## src/rtl/rx_acq_gate_pkg.sv

```systemverilog
// Shared definitions for the RX acquisition path: FSM encoding, default widths, status flags.
// Used by the pulser, capture and acquisition-gate blocks.
package rx_acq_gate_pkg;

  localparam int DW_DEF = 14;
  localparam int CW_DEF = 8;

  typedef logic [2:0] acq_state_t;

  localparam acq_state_t ST_IDLE  = 3'd0;
  localparam acq_state_t ST_ARMED = 3'd1;
  localparam acq_state_t ST_PULSE = 3'd2;
  localparam acq_state_t ST_DEAD  = 3'd3;
  localparam acq_state_t ST_ACQ   = 3'd4;
  localparam acq_state_t ST_DONE  = 3'd5;

  typedef struct packed {
    logic overrun;
    logic aborted;
  } acq_flags_t;

  // States in which a new transmit pulse cuts the record short.
  function automatic logic is_window(input acq_state_t s);
    return (s == ST_DEAD) || (s == ST_ACQ);
  endfunction

endpackage

```

## src/rtl/rx_acq_gate_edge.sv

```systemverilog
// Registered edge detector for the transmitter unblank gate.
// Latency: rise/fall valid in the cycle the input changes. Backpressure: none.
module rx_edge_det (
  input  logic clk,
  input  logic rst_n,
  input  logic sig,
  output logic rise,
  output logic fall
);

  logic sig_q;

  always_ff @(posedge clk or negedge rst_n) begin
    if (!rst_n) begin
      sig_q <= 1'b0;
    end else begin
      sig_q <= sig;
    end
  end

  assign rise = sig & ~sig_q;
  assign fall = sig_q & ~sig;

endmodule

```

## src/rtl/rx_acq_gate.sv

```systemverilog
// Receive acquisition gate: opens the ADC window dead_time clks after the TX pulse falls.
// Latency: sample_data is adc_data delayed one clk; window length is the record_len latched at the fall.
// Backpressure: none; a sample offered with sample_ready low is dropped and sets sticky overrun.
module rx_acq_gate
  import rx_acq_gate_pkg::*;
#(
  parameter int DW = DW_DEF,
  parameter int CW = CW_DEF
) (
  input  logic          clk,
  input  logic          rst_n,
  input  logic          enable,
  input  logic          u_blank,
  input  logic [CW-1:0] dead_time,
  input  logic [CW-1:0] record_len,
  input  logic [DW-1:0] adc_data,
  input  logic          sample_ready,
  output logic          rx_gate,
  output logic [DW-1:0] sample_data,
  output logic          sample_valid,
  output logic [CW-1:0] sample_idx,
  output logic          sample_last,
  output logic          rec_done,
  output logic          overrun,
  output logic          aborted
);

  logic [1:0]    rst_sync;
  logic          rst_int_n;
  logic          ub_rise;
  logic          ub_fall;
  acq_state_t    state;
  acq_state_t    state_nxt;
  logic [CW-1:0] dead_cnt;
  logic [CW-1:0] len_q;
  logic [CW-1:0] idx_q;
  logic [DW-1:0] data_q;
  acq_flags_t    flags;
  logic          idx_at_end;
  logic          arm_evt;
  logic          abort_evt;

  // Assert asynchronously, release two clocks later.
  always_ff @(posedge clk or negedge rst_n) begin
    if (!rst_n) begin
      rst_sync <= 2'b00;
    end else begin
      rst_sync <= {rst_sync[0], 1'b1};
    end
  end

  assign rst_int_n = rst_sync[1];

  rx_edge_det u_edge (
    .clk   (clk),
    .rst_n (rst_int_n),
    .sig   (u_blank),
    .rise  (ub_rise),
    .fall  (ub_fall)
  );

  // u_blank is always low on entry to DEAD/ACQ, so its first high level there is a rise.
  assign abort_evt  = is_window(state) && ub_rise;
  assign arm_evt    = (state == ST_IDLE) && enable;
  assign idx_at_end = (idx_q == len_q - CW'(1));

  always_comb begin
    state_nxt = state;
    case (state)
      ST_IDLE: begin
        if (enable) state_nxt = ST_ARMED;
      end
      ST_ARMED: begin
        if (!enable)      state_nxt = ST_IDLE;
        else if (u_blank) state_nxt = ST_PULSE;
      end
      ST_PULSE: begin
        if (ub_fall) begin
          if (dead_time != '0)       state_nxt = ST_DEAD;
          else if (record_len != '0) state_nxt = ST_ACQ;
          else                       state_nxt = ST_DONE;
        end
      end
      ST_DEAD: begin
        if (abort_evt)                   state_nxt = ST_PULSE;
        else if (dead_cnt == CW'(1))     state_nxt = (len_q != '0) ? ST_ACQ : ST_DONE;
      end
      ST_ACQ: begin
        if (abort_evt)       state_nxt = ST_PULSE;
        else if (idx_at_end) state_nxt = ST_DONE;
      end
      ST_DONE: begin
        state_nxt = enable ? ST_ARMED : ST_IDLE;
      end
      default: state_nxt = ST_IDLE;
    endcase
  end

  always_ff @(posedge clk or negedge rst_int_n) begin
    if (!rst_int_n) begin
      state    <= ST_IDLE;
      dead_cnt <= '0;
      len_q    <= '0;
      idx_q    <= '0;
      data_q   <= '0;
      flags    <= '0;
    end else begin
      state  <= state_nxt;
      data_q <= adc_data;

      // Record parameters are frozen at the pulse fall edge.
      if ((state == ST_PULSE) && ub_fall) begin
        dead_cnt <= dead_time;
        len_q    <= record_len;
      end else if (state == ST_DEAD) begin
        dead_cnt <= dead_cnt - CW'(1);
      end

      if (state_nxt == ST_ACQ) begin
        idx_q <= (state == ST_ACQ) ? idx_q + CW'(1) : '0;
      end else begin
        idx_q <= '0;
      end

      if (arm_evt) begin
        flags <= '0;
      end else begin
        if (sample_valid && !sample_ready) flags.overrun <= 1'b1;
        if (abort_evt)                     flags.aborted <= 1'b1;
      end
    end
  end

  assign rx_gate      = (state == ST_ACQ);
  assign sample_valid = (state == ST_ACQ);
  assign sample_data  = data_q;
  assign sample_idx   = idx_q;
  assign sample_last  = (state == ST_ACQ) && idx_at_end;
  assign rec_done     = (state == ST_DONE);
  assign overrun      = flags.overrun;
  assign aborted      = flags.aborted;

endmodule

```

## config.mk

```make
export PLATFORM = sky130hd
export DESIGN_NAME = rx_acq_gate
export DESIGN_NICKNAME = d
export VERILOG_FILES = /design/src/rtl/rx_acq_gate_pkg.sv /design/src/rtl/rx_acq_gate_edge.sv /design/src/rtl/rx_acq_gate.sv
export SDC_FILE = /design/constraint.sdc
export NUM_CORES = 1
export LEC_CHECK = 0
export CORE_ASPECT_RATIO = 1.2
export CORE_MARGIN = 5
export CORE_UTILIZATION = 62
export CTS_CLUSTER_DIAMETER = 50
export CTS_CLUSTER_SIZE = 25
export DETAILED_ROUTE_END_ITERATION = 12
export DONT_BUFFER_PORTS = 1
export PLACE_DENSITY = 0.78
export SYNTH_ARGS = -nofsm -noshare
export SYNTH_HDL_FRONTEND = slang
export SYNTH_HIERARCHICAL = 1
export SYNTH_SLANG_ARGS = --single-unit
```

## constraint.sdc

```tcl
create_clock -name clk -period 3.26 [get_ports clk]
set_input_delay 0.489 -clock clk [delete_from_list [all_inputs] [get_ports clk]]
set_output_delay 0.489 -clock clk [all_outputs]
set_load 0.05 [all_outputs]
```

* After elaboration in Yosys (flattened, before gate mapping)
Cells that the tools add are included.
** Storage, ports and cells
- Bits of input ports :: 35
- Register bits :: 46
- Word-level logic and storage cells :: 58
** Cells by class
- Mux-type cells :: 20
- Equal/unequal tests :: 8
- Reduce and logical (&&, ||, !) cells :: 14
- Bitwise operators :: 4
- Add/subtract/negate cells :: 3
** Operator list (number)
- $mux 8 :: 4
- $mux 3 :: 9
- $reduce_bool 8->1 :: 3
- $pmux 3 s6 :: 1
- $sub 8x1->8 const B :: 2
- $eq 3x3->1 const B :: 3
- $add 8x1->8 const B :: 1
- $eq 8x1->1 const B :: 1
- $eq 8x8->1 :: 1
- $eq 3x2->1 const B :: 2
- $reduce_bool 2->1 :: 3
- $logic_and 1x1->1 :: 5
- $mux 1 :: 5
- $eq 3x1->1 const B :: 1
- $logic_not 3->1 :: 1
- $and 1x1->1 :: 2
- $mux 2 :: 1
- $not 1->1 :: 2
- $logic_not 1->1 :: 1
- $logic_or 1x1->1 :: 1

* Logic depth before layout (Yosys ltp)
- Word-level depth :: 7
- Gate-level depth with buffers :: 8
- Gate-level depth less buffers :: 7

* Hierarchy
The synthesis kept the hierarchy.
** By module, submodules not included
- rx_acq_gate :: times used 1, cells each 220, sequential area each 1126.1 µm², area an instance 2192.1 µm²
- rx_edge_det :: times used 1, cells each 3, sequential area each 25.0 µm², area an instance 40.0 µm²

* Worst setup path after synthesis
OpenSTA, ideal clock, no wires.
- Path type :: reg2out
- Start :: reg state[1]
- End :: out sample_last
- Path slack :: 239 ps
- Arrival time :: 2532 ps
- Buffers on the path :: 1
- Stages on the path, launching flop included :: 4
- Data required time :: 2771 ps
- Cell sequence :: dfrtp_1 -> clkbuf_1 -> nor3_1 -> and3_1
** Between the ends
- Cells in the longest elaborated chain, start to end :: 2
** RTL lines
- from (decl) :: line rx_acq_gate.sv:32 : acq_state_t state;
- from (signal assigned) :: line rx_acq_gate.sv:108 : state <= state_nxt;
- $eq 3x3->1
- net rx_gate :: line rx_acq_gate.sv:18 : output logic rx_gate,
- $logic_and 1x1->1 :: line rx_acq_gate.sv:138 : assign sample_last = (state == ST_ACQ) && idx_at_end;
- to (decl) :: line rx_acq_gate.sv:22 : output logic sample_last,
The timed path passes the listed nets, and every way through them passes these cells.

* Worst setup path after layout
- Start :: reg len_q[3]
- End :: out sample_last
** Between the ends
- Cells in the longest elaborated chain, start to end :: 3
** RTL lines
- from (decl) :: line rx_acq_gate.sv:35 : logic [CW-1:0] len_q;
- from (signal assigned) :: line rx_acq_gate.sv:114 : len_q <= record_len;
- $sub 8x1->8 :: line rx_acq_gate.sv:65 : assign idx_at_end = (idx_q == len_q - CW'(1));
- $eq 8x8->1 :: line rx_acq_gate.sv:65
- $logic_and 1x1->1 :: line rx_acq_gate.sv:138
No other way between the ends.

==> impl_metrics.sql <==
INSERT INTO impl_metrics (metric_group, metric, value, unit) VALUES
('clocking', 'clockRootBuffer', 'sky130_fd_sc_hd__clkbuf_8', ''),
('synthesis', 'synth_largest_type_area_fraction', '51.6', '%'),
('cells_and_area', 'multi_input_area', '990', 'µm²'),
('clocking', 'worst_setup_hold_path_clk_slew', '0.08', 'ns'),
('timing', 'slew_violations', '0', ''),
('run', 'timing.max_cap.violations', '0', ''),
('timing', 'min_period', '3.06', 'ns'),
('grt', 'grt_max_degree', '45', ''),
('die', 'floorplan.io_pins', '63', ''),
('status', 'run_status', 'complete, no violations', ''),
('die', 'rows', '24', ''),
('place', 'placed_cells', '256', ''),
('pwr', 'ir_drop', '0.484', 'mV'),
('cells_and_area', 'layout_commonest_cell', 'sky130_fd_sc_hd__dfrtp_1', ''),
('synthesis', 'synth_fp_nets', '262', ''),
('die', 'design.die.area', '0.00491', 'mm²'),
('timing', 'achievable-frequency', '327', 'MHz'),
('timing', 'timing.setup.tns', '0', 'ns'),
('worst_hold_path', 'timing.hold.worst_path_depth', '0', ''),
('timing', 'timing.final.crit_share', '93.9', '%'),
('timing', 'fin_skew', '0.00812', 'ns'),
('clocking', 'clkLatencyLatePin', '0.30', 'ns'),
('synthesis', 'synthFlopType', 'sky130_fd_sc_hd__dfrtp_1', ''),
('grt', 'grt_antenna_before_repair', '0', ''),
('timing', 'hold_viol', '0', ''),
('clocking', 'cts_h_tree_depth', '2', ''),
('cells_and_area', 'antenna_diode_count', '0', ''),
('cells_and_area', 'syn_to_layout_area_delta', '6.17', '%'),
('synthesis', 'yosysSeqAreaShare', '51.6', '%'),
('grt', 'grt_first_pass_wirelength', '8090', 'µm'),
('timing', 'max-slew-margin-rel', '37.5', '%'),
('critical_path', 'crit_arrival', '2.57', 'ns'),
('clocking', 'buffers_inserted_during_post_cts_setup_optimization', '0', ''),
('route', 'avgRoutedWirePerCell', '18.6', 'µm'),
('cells_and_area', 'design.final.nets', '264', ''),
('synthesis', 'synth_largest_area_cell', 'sky130_fd_sc_hd__dfrtp_1', ''),
('cells_and_area', 'ff_latch_area', '0.00115', 'mm²'),
('route', 'initialDrtViolationCount', '113', ''),
('cells_and_area', 'finish.cell_count_without_fillers', '265', ''),
('grt', 'groute.usage.overall', '22.1', '%'),
('route', 'route.detailed.vias_per_inst', '6.29', ''),
('grt', 'first_global_vias', '1671', ''),
('critical_path', 'type_of_destination_of_the_critical_path', 'output pin', ''),
('route', 'route.antenna.remaining_nets', '0', ''),
('synthesis', 'yosys-top-cells-area', 'sky130_fd_sc_hd__dfrtp_1 (52%), sky130_fd_sc_hd__nand2_1 (6.1%), sky130_fd_sc_hd__xnor2_1 (3.1%), sky130_fd_sc_hd__a211oi_1 (3.0%), sky130_fd_sc_hd__xor2_1 (2.4%)', ''),
('pwr', 'overall_power', '0.00189', 'W'),
('pwr', 'power.leakage', '1.04', 'nW'),
('critical_path', 'crit_path_start_kind', 'flop', ''),
('die', 'floorplan.core_area', '0.00354', 'mm²'),
('synthesis', 'netlist-cell-type-count', '52', ''),
('timing', 'final-setup-viol-count', '0', ''),
('die', 'start_util', '63.0', '%'),
('timing', 'grt_setup_unrepaired', 'false', ''),
('clocking', 'cts_tree', 'done', ''),
('route', 'routed_wirelength', '4930', 'µm'),
('critical_path', 'timing.critical_path.required', '2.77', 'ns'),
('clocking', 'numCtsBuffers', '5', ''),
('synthesis', 'post_synth_inst_count', '223', ''),
('place', 'globalplace.congestion', '0.882', ''),
('cells_and_area', 'most-common-layout-cells', 'sky130_fd_sc_hd__dfrtp_1 (45), sky130_fd_sc_hd__nand2_1 (36), sky130_fd_sc_hd__inv_1 (10)', ''),
('die', 'die_height', '75.7', 'µm'),
('grt', 'overflow_after_grt', '0', ''),
('critical_path', 'path_class', 'reg -> out', ''),
('critical_path', 'critPathMaxFanout', '9', ''),
('synthesis', 'synthesis.yosys.warnings', '6', ''),
('place', 'buffer_ports.inserted', '0', ''),
('die', 'die_width', '64.8', 'µm'),
('timing', 'worst_slew_pin_slew', '0.937', 'ns'),
('route', 'route.detailed.drc', '0', ''),
('worst_hold_path', 'hold_class', 'in -> reg', ''),
('place', 'post-dp-hpwl', '3880', 'µm');
==> power breakdown <==
part | internal (W) | switching, W | leakage [nW]
Sequential | 0.000696 | 0.000224 | 0.567
Combinational | 0.000277 | 0.000360 | 0.427
Clock | 0.000151 | 0.000184 | 0.0452
Total | 0.00112 | 0.000768 | 1.04
==> per-stage QoR <==
step	util [%]	worst slack [ns]	hold WS, ns	area [µm²]
after CTS	66.8	0.0570	0.198	2370
after detailed placement	64.1	0.403	0.193	2270
final	66.9	0.200	0.212	2370
after floorplan	-	0.239	0.193	2230
after global routing	66.9	0.102	0.182	2370
after global placement	64.1	0.434	0.193	2270
==> worst max-delay path, stage by stage (launching register included) <==
cell and delay (ns):
sky130_fd_sc_hd__dfrtp_1 0.48, sky130_fd_sc_hd__or4_4 0.59, sky130_fd_sc_hd__or4b_1 0.53, sky130_fd_sc_hd__nand3_1 0.11
sky130_fd_sc_hd__and2_4 0.20, sky130_fd_sc_hd__and3_2 0.37
==> kinds of logic (layout without fill, tap and decap cells) <==
logic type,count (synthesis),after routing,share of synthesized area (%)
DFF,46,46,51.6
other,1,1,0.168
buffers and inverters,22,25,4.60
AOI/OAI and AO/OA,46,46,14.6
xor gates and xnor gates,14,14,5.49
muxes,2,2,0.897
and+or+nand+nor,88,88,20.4
adders and majority gates,4,4,2.24
==> layout make-up <==
class	count	share of cell area, %
multi-input combinational	155	41.8
tap	39	2.06
sequential	46	48.6
clock inverter	2	0.581
clock buffer	6	3.06
inverter	10	1.58
timing repair buffer	7	2.32
==> sequential cells by signal, summed over array words and instances, names as in the netlist <==
register,flops
aborted,1
dead_cnt,8
len_q,8
overrun,1
rst_sync,2
sample_data,14
sample_idx,8
state,3
u_edge/sig_q,1
==> cells in the mapped netlist, types with 3 or more instances <==
library cell,instances
sky130_fd_sc_hd__nor3b_1,3
sky130_fd_sc_hd__ha_1,4
sky130_fd_sc_hd__o31ai_1,3
sky130_fd_sc_hd__nand3_1,7
sky130_fd_sc_hd__nor3_1,5
sky130_fd_sc_hd__o21ai_0,7
sky130_fd_sc_hd__and3_1,4
sky130_fd_sc_hd__xnor2_1,8
sky130_fd_sc_hd__xor2_1,6
sky130_fd_sc_hd__nor2b_1,3
sky130_fd_sc_hd__o22ai_1,3
sky130_fd_sc_hd__a21oi_1,6
sky130_fd_sc_hd__nor4_1,5
sky130_fd_sc_hd__dfrtp_1,46
sky130_fd_sc_hd__a211oi_1,9
sky130_fd_sc_hd__clkbuf_1,6
sky130_fd_sc_hd__inv_1,10
sky130_fd_sc_hd__nor2_1,8
sky130_fd_sc_hd__nand2_1,36
==> timing repair <==
| action | in CTS | in global routing |
|---|---|---|
| endpoints found under the hold margin | 2 | 0 |
| setup endpoints to repair | 0 | 1 |
| resized for setup | 0 | 1 |
| hold buffers | 1 | 0 |
==> worst paths after layout <==
| path | from | to | slack [ns] |
|---|---|---|---|
| setup / recovery | len_q[3] | sample_last | 0.20 |
| hold / removal | adc_data[13] | sample_data[13] | 0.21 |
| setup reg to reg | dead_cnt[3] | state[0] | 0.94 |
| hold reg to reg | rst_sync[0] | rst_sync[1] | 0.37 |
| max in group asynchronous | rst_sync[1] | sample_data[10] | 2.26 |
| min in group asynchronous | rst_sync[1] | dead_cnt[0] | 0.41 |
==> metal layers <==
| metal | part of all wire [%] | global-route usage, % | vias to the layer above |
|---|---|---|---|
| li1 | - | - | 802 |
| met5 | 0 | 0 | - |
| met2 | 55 | 39.9 | 46 |
| met4 | 1.6 | 8.69 | 0 |
| met3 | 5.1 | 5.31 | 7 |
| met1 | 38 | 25.5 | 811 |
No activity file was read; power rests on OpenSTA's default activity.
